## src/rtl/syn_gpu_ycbcr2rgb_pipe.sv

```systemverilog
// BT.709 YCbCr->RGB pixel converter: three register stages (products, sums, clamp)
// under a single global stall, with sop/eop sideband and a saturating clip counter.
module syn_gpu_ycbcr2rgb_pipe #(
   parameter int P_LUM_W   = 4,
   parameter int P_CHRM_W  = 2,
   parameter int P_RGB_RES = 4,
   parameter int P_CLIP_W  = 16
) (
   input  logic                            clk_ir,
   input  logic                            rst_il,
   input  logic [P_LUM_W+2*P_CHRM_W-1:0]   pxl_ycbcr_i,
   input  logic                            pxl_sop_i,
   input  logic                            pxl_eop_i,
   input  logic                            pxl_valid_i,
   output logic                            pxl_ready_o,
   output logic [3*P_RGB_RES-1:0]          pxl_rgb_o,
   output logic                            pxl_sop_o,
   output logic                            pxl_eop_o,
   output logic                            pxl_valid_o,
   input  logic                            pxl_ready_i,
   input  logic                            clip_clr_i,
   output logic [P_CLIP_W-1:0]             clip_cnt_o
);

   localparam int C_AW = 16;
   typedef logic signed [C_AW-1:0] acc_t;

   localparam acc_t C_RND   = 16'sd128;
   localparam acc_t C_R_OFS = 16'sd3213;
   localparam acc_t C_G_OFS = 16'sd1337;
   localparam acc_t C_B_OFS = 16'sd3785;
   localparam acc_t C_MAX   = acc_t'((1 << P_RGB_RES) - 1);

   logic                   advance;
   acc_t                   y_ext, cb_ext, cr_ext;

   logic                   s1_valid_reg, s1_sop_reg, s1_eop_reg;
   acc_t                   ky_reg, rcr_reg, gcb_reg, gcr_reg, bcb_reg;

   logic                   s2_valid_reg, s2_sop_reg, s2_eop_reg;
   acc_t                   sum_reg [3];

   logic [2:0]             clamp_flag;
   logic [3*P_RGB_RES-1:0] rgb_next;

   logic                   out_valid_reg, out_sop_reg, out_eop_reg, out_clip_reg;
   logic [3*P_RGB_RES-1:0] out_rgb_reg;
   logic [P_CLIP_W-1:0]    clip_cnt_reg;

   // Stall only when the output holds a pixel the sink refuses; bubbles never stall.
   assign advance     = ~(out_valid_reg & ~pxl_ready_i);
   assign pxl_ready_o = advance;

   assign y_ext  = acc_t'({{(C_AW-P_LUM_W){1'b0}},  pxl_ycbcr_i[P_LUM_W+2*P_CHRM_W-1 -: P_LUM_W]});
   assign cb_ext = acc_t'({{(C_AW-P_CHRM_W){1'b0}}, pxl_ycbcr_i[2*P_CHRM_W-1 -: P_CHRM_W]});
   assign cr_ext = acc_t'({{(C_AW-P_CHRM_W){1'b0}}, pxl_ycbcr_i[P_CHRM_W-1:0]});

   // Data registers carry no reset: their contents only matter when the matching valid is set.
   always_ff @(posedge clk_ir) begin
      if (advance) begin
         ky_reg     <= y_ext  * 16'sd272;
         rcr_reg    <= cr_ext * 16'sd2142;
         gcb_reg    <= cb_ext * 16'sd254;
         gcr_reg    <= cr_ext * 16'sd637;
         bcb_reg    <= cb_ext * 16'sd2523;
         s1_sop_reg <= pxl_sop_i;
         s1_eop_reg <= pxl_eop_i;

         sum_reg[0] <= ky_reg + rcr_reg - C_R_OFS + C_RND;
         sum_reg[1] <= ky_reg - gcb_reg - gcr_reg + C_G_OFS + C_RND;
         sum_reg[2] <= ky_reg + bcb_reg - C_B_OFS + C_RND;
         s2_sop_reg <= s1_sop_reg;
         s2_eop_reg <= s1_eop_reg;
      end
   end

   genvar gi;
   generate
      for (gi = 0; gi < 3; gi++) begin : g_clamp
         acc_t shifted;
         logic lo, hi;
         assign shifted    = sum_reg[gi] >>> 8;
         assign lo         = shifted < 0;
         assign hi         = shifted > C_MAX;
         assign clamp_flag[gi] = lo | hi;
         // Component 0 (red) lands in the top slice of the packed RGB word.
         assign rgb_next[(3-gi)*P_RGB_RES-1 -: P_RGB_RES] =
            lo ? '0 : (hi ? {P_RGB_RES{1'b1}} : shifted[P_RGB_RES-1:0]);
      end
   endgenerate

   always_ff @(posedge clk_ir) begin
      if (!rst_il) begin
         s1_valid_reg  <= 1'b0;
         s2_valid_reg  <= 1'b0;
         out_valid_reg <= 1'b0;
         out_rgb_reg   <= '0;
         out_sop_reg   <= 1'b0;
         out_eop_reg   <= 1'b0;
         out_clip_reg  <= 1'b0;
      end else if (advance) begin
         s1_valid_reg  <= pxl_valid_i;
         s2_valid_reg  <= s1_valid_reg;
         out_valid_reg <= s2_valid_reg;
         out_rgb_reg   <= rgb_next;
         out_sop_reg   <= s2_sop_reg;
         out_eop_reg   <= s2_eop_reg;
         out_clip_reg  <= |clamp_flag;
      end
   end

   always_ff @(posedge clk_ir) begin
      if (!rst_il || clip_clr_i) begin
         clip_cnt_reg <= '0;
      end else if (out_valid_reg && pxl_ready_i && out_clip_reg &&
                   (clip_cnt_reg != {P_CLIP_W{1'b1}})) begin
         clip_cnt_reg <= clip_cnt_reg + 1'b1;
      end
   end

   assign pxl_valid_o = out_valid_reg;
   assign pxl_rgb_o   = out_rgb_reg;
   assign pxl_sop_o   = out_sop_reg;
   assign pxl_eop_o   = out_eop_reg;
   assign clip_cnt_o  = clip_cnt_reg;

endmodule
```

## config.mk

```make
export PLATFORM = sky130hd
export DESIGN_NAME = syn_gpu_ycbcr2rgb_pipe
export DESIGN_NICKNAME = d
export VERILOG_FILES = /design/src/rtl/syn_gpu_ycbcr2rgb_pipe.sv
export SDC_FILE = /design/constraint.sdc
export NUM_CORES = 1
export LEC_CHECK = 0
export ABC_CLOCK_PERIOD_IN_PS = 4650
export BUFFER_PORTS_ARGS = -buffer_cell sky130_fd_sc_hd__buf_4
export CAP_MARGIN = 20
export CORE_MARGIN = 3
export CORE_UTILIZATION = 40
export DETAILED_ROUTE_END_ITERATION = 8
export PLACE_DENSITY_LB_ADDON = 0.1
export SLEW_MARGIN = 10
export SYNTH_ARGS = -nofsm -noshare
export SYNTH_HDL_FRONTEND = slang
export SYNTH_SLANG_ARGS = --single-unit
```

## constraint.sdc

```tcl
create_clock -name clk_ir -period 4.65 [get_ports clk_ir]
set_input_delay 1.395 -clock clk_ir [delete_from_list [all_inputs] [get_ports clk_ir]]
set_output_delay 1.395 -clock clk_ir [all_outputs]
set_load 0.01 [all_outputs]
```

# Word-level counts from Yosys, hierarchy flattened
# Memories as Yosys holds them, arrays and structs flattened.
# Index checks and enable logic that the tools add are counted.
word_totals:
  reg_bits: 112
  memories: 1
  ram_bits: 48
  out_inout_bits: 32
mem_list:
  columns: ["memory", "words", "word_bits", "rd", "rd_ports_with_merged_regs", "write_ports", "line_no", "source"]
  rows:
  - ["sum_reg", 3, 16, 3, 0, 3, "41", "acc_t sum_reg [3];"]
op_classes:
  reduce_logical: 6
  eq_ne: 1
  n_mux: 7
  magnitude_cmp: 6
  add_sub_neg: 11
  mul: 5
  n_bitwise: 6
ops:
  columns: ["cell", "n"]
  rows:
  - ["16-bit by 9-bit adder with 16-bit output (second input constant)", 3]
  - ["16-bit adder", 2]
  - ["16-bit by 13-bit subtractor with 16-bit output (second input constant)", 2]
  - ["16-bit subtractor", 2]
  - ["8-bit by 5-bit greater-than comparator with 1-bit output (second input constant)", 3]
  - ["8-bit by 1-bit < comparator with 1-bit output (second input constant)", 3]
  - ["4-bit 2-to-1 mux", 6]
  - ["16-bit by 1-bit adder with 16-bit output (second input constant)", 1]
  - ["16-bit by 12-bit adder with 16-bit output (second input constant)", 1]
  - ["16-bit != test (second input constant)", 1]
  - ["2-bit by 12-bit multiplier with 14-bit output (second input constant)", 1]
  - ["2-bit by 11-bit multiplier with 13-bit output (second input constant)", 1]
  - ["2-bit by 10-bit multiplier with 12-bit output (second input constant)", 1]
  - ["2-bit by 7-bit multiplier with 9-bit output (second input constant)", 1]
  - ["4-bit by 5-bit multiplier with 9-bit output (second input constant)", 1]
  - ["1-bit logical AND", 3]
  - ["1-bit OR", 3]
  - ["3-bit OR reduction", 1]
  - ["1-bit inverter", 2]
  - ["1-bit AND", 1]
  - ["1-bit logical NOT", 1]
  - ["1-bit logical OR", 1]
  - ["1-bit 2-to-1 mux", 1]

# Depth between registers and ports, before layout
depth:
  ltp_word: 4
  depth_mapped: 10
  mapped_depth_nobuf: 10

# Worst setup path after synthesis
# Ideal clock, no wire load.
synth_timing:
  kind: "input to output"
  startpoint: "in pxl_ready_i"
  endpoint: "out pxl_ready_o"
  required_time_ps: 3255
  cell_stages: 3
  arrival_ps: 2696
  path_slack_ps: 559
  cell_sequence: "nor2b_1 > clkbuf_1 > inv_1"
synth_via:
  elab_chain_cells: 3
synth_lines:
  columns: ["element", "line_no", "source"]
  rows:
  - ["from (decl)", "20", "input logic pxl_ready_i,"]
  - ["1-bit inverter", "51", "assign advance = ~(out_valid_reg & ~pxl_ready_i);"]
  - ["1-bit AND", "51", null]
  - ["1-bit inverter", "51", null]
  - ["to (decl)", "15", "output logic pxl_ready_o,"]
# Every way passes these cells.

# Worst setup path after layout
# Ends and elaborated chain as after synthesis.

==> flow_summary_export.csv <==
group,metric,value,unit
grt,grt_pass1_wl,15.63,mm
hold_path,min-delay-start,"s1_eop_reg",
clock_tree,cts_setup_buffers,0,
synth,synthTopCellsByArea,"edfxtp_1, ha_1, dfxtp_1",
routing,first_pass_iters,4,
hold_path,holdCritPathClass,"reg2reg",
power,clkPwrFrac,0.321,
clock_tree,ctsResizeCount,0,
setup_path,worstPathRequired,3.25,ns
clock_tree,clk_path_buf_depth,2,
floorplan,top_level_ports,47,
routing,drtAntennaViolNets,0,
placed_design,place_inst,636,
flow_run,maxCapViolCount,0,
sta,setup_viol,0,
routing,post_drt_wl_per_cell,13.63,um
layout,syn_to_final_growth,16.82,%
synth,syn_area,4693,um2
power,power_density,370.1,nW/um2
routing,wl,8.889,mm
floorplan,num_rows,38,
setup_path,cp.arrival,1.91,ns
sta,max_slew_margin,0.5697,
setup_path,r2r-start,"bcb_reg[8]",
setup_path,critPathKind,"in2out",
grt,gr-total-overflow,0,
routing,vias_per_cell,4.966,
layout,final_cell_mix,"ha_1, inv_1, buf_4",
layout,register_area,2062,um2
outcome,outcome,"finished clean",
clock_tree,clock-sinks,80,
sta,tns,0,ns
synth,ys_warn_count,0,
sta,finalHoldViolCount,0,
synth,synth_cell_types,45,
power,comb_power_share,0.227,
routing,vias,3238,
clock_tree,clock_latency,0.34,ns
sta,drv_slew,0,
clock_tree,path_clk_slew,0.06,ns
floorplan,core-area,11170,um2
setup_path,end_kind,"output port",
layout,drive_above_1_share,0.1387,
layout,fillerInstances,1034,
setup_path,startpoint,"pxl_ready_i",
grt,antenna_found_initial,0,
floorplan,dieArea,13070,um2
power,power_leakage,0.002428,uW
synth,synth_top_cell_area_share,0.2943,
clock_tree,cts-root-buf,"clkbuf_16",
routing,drc,0,
sta,hold_ws,0.4243,ns
synth,postSynthCellCount,454,
floorplan,die-width,114.3,um
synth,synth_ff_type,"edfxtp_1",
synth,async_flop_share,0,
placed_design,gp_congestion,0.8533,
layout,largest_register_ff_count,24,
grt,grt_usage,0.1505,
layout,finalNonFillerCells,652,
sta,period_minus_slack,3.300,ns
floorplan,die_y,114.3,um
power,ir_drop,267.0,uV
layout,final_nets,592,
synth,synth-seq-area-share,0.4393,
power,pwr-share-seq,0.452,
synth,ys_ff_latch,80,
clock_tree,cts_tree,"done",
sta,tightest_slew,0.6454,ns
synth,synth.largest_area_cell,"edfxtp_1",
setup_path,critPathMaxFanout,2,
layout,multiInputGateArea,2375,um2
layout,final_common_cell,"ha_1",
sta,min_period_over_period,0.7097,
clock_tree,numCtsBuffers,9,
placed_design,port_buffers,46,
layout,diodes,0,
setup_path,critPathLaunchType,"input pin",
sta,rsz0062_at_grt,"no",
clock_tree,cts_hold_buf,0,
floorplan,start_util,0.4200,
power,p_sw,576.9,uW
synth,synth_edf_count,46,
synth,syn_nets,539,
sta,max_freq,0.3030,GHz
synth,synth.avg_cell_area,10.34,um2
routing,drtIter0Drc,160,
grt,grt_max_degree,53,
placed_design,hpwlAfterDp,6.799,mm
power,switching_share,0.2843,
sta,skew,0.007172,ns
power,p_int,1452,uW
clock_tree,htreeDepth,3,
grt,grt_pass1_vias,3272,
==> metrics by stage <==
step	area [um2]	util	worst slack (ns)	power (uW)
2_1_floorplan	4693	-	0.5587	1257
3_3_place_gp	5209	0.4662	1.339	1384
3_5_place_dp	5209	0.4662	1.344	1397
4_1_cts	5483	0.4907	1.336	2062
5_1_grt	5483	0.4907	1.315	2171
6_report	5483	0.4907	1.350	2029
==> cell families after synthesis <==
kind of cell,Yosys count,synth area share
adders and majority gates,70,0.1978
muxes,1,0.002133
buffers and inverters,69,0.05519
and+or+nand+nor,133,0.1469
DFF,80,0.4393
xor gates and xnor gates,27,0.05039
AOI/OAI and AO/OA,74,0.1082
==> power groups by stage <==
stage | Combinational (uW) | Sequential [uW] | Clock [uW]
6_report | 461 | 917 | 650
5_1_grt | 535 | 928 | 707
4_1_cts | 466 | 920 | 677
3_5_place_dp | 463 | 934 | 0
3_3_place_gp | 452 | 933 | 0
2_1_floorplan | 331 | 926 | 0
==> synthesized netlist by cell type (5+ instances only) <==
library cell / number
nand4_1: 6
o21a_1: 5
a211oi_1: 5
inv_1: 63
a21boi_0: 10
and2_1: 8
ha_1: 63
nand2_1: 21
nor2b_1: 11
or3_1: 6
nor3_1: 17
nand3_1: 7
nor2_1: 32
dfxtp_1: 34
o21ai_0: 5
a21oi_1: 29
edfxtp_1: 46
and3_1: 6
fa_1: 7
clkbuf_1: 5
xnor2_1: 23
==> worst max-delay path, stage by stage <==
cell	delay [ns]
buf_4	0.12
nor2b_2	0.16
inv_2	0.09
buf_4	0.15
==> layout make-up <==
| class | count | share of cell area |
|---|---|---|
| flip-flops and latches | 80 | 0.3761 |
| multi-input cells | 305 | 0.4331 |
| inverters | 63 | 0.04313 |
| clock inverters | 6 | 0.008215 |
| repair buffers | 48 | 0.06572 |
| well taps | 140 | 0.03195 |
| clock buffers | 10 | 0.04176 |
==> per-layer routing <==
| layer | vias to the layer above | GRT usage | routed length [um] |
|---|---|---|---|
| met5 | - | 0 | 0 |
| met1 | 1461 | 0.2016 | 4339 |
| li1 | 1689 | - | - |
| met3 | 12 | 0.04863 | 489 |
| met4 | 0 | 0.04355 | 154 |
| met2 | 76 | 0.2338 | 3905 |
==> worst paths after layout <==
check                                       to  slack [ns]  cells after the start
worst max-delay path               pxl_ready_o        1.35                      4
worst min-delay path                s2_eop_reg        0.42                      0
worst max register to register  sum_reg[0][28]        1.60                     10
worst min register to register      s2_eop_reg        0.42                      0
(Power assumes the default switching activity.)
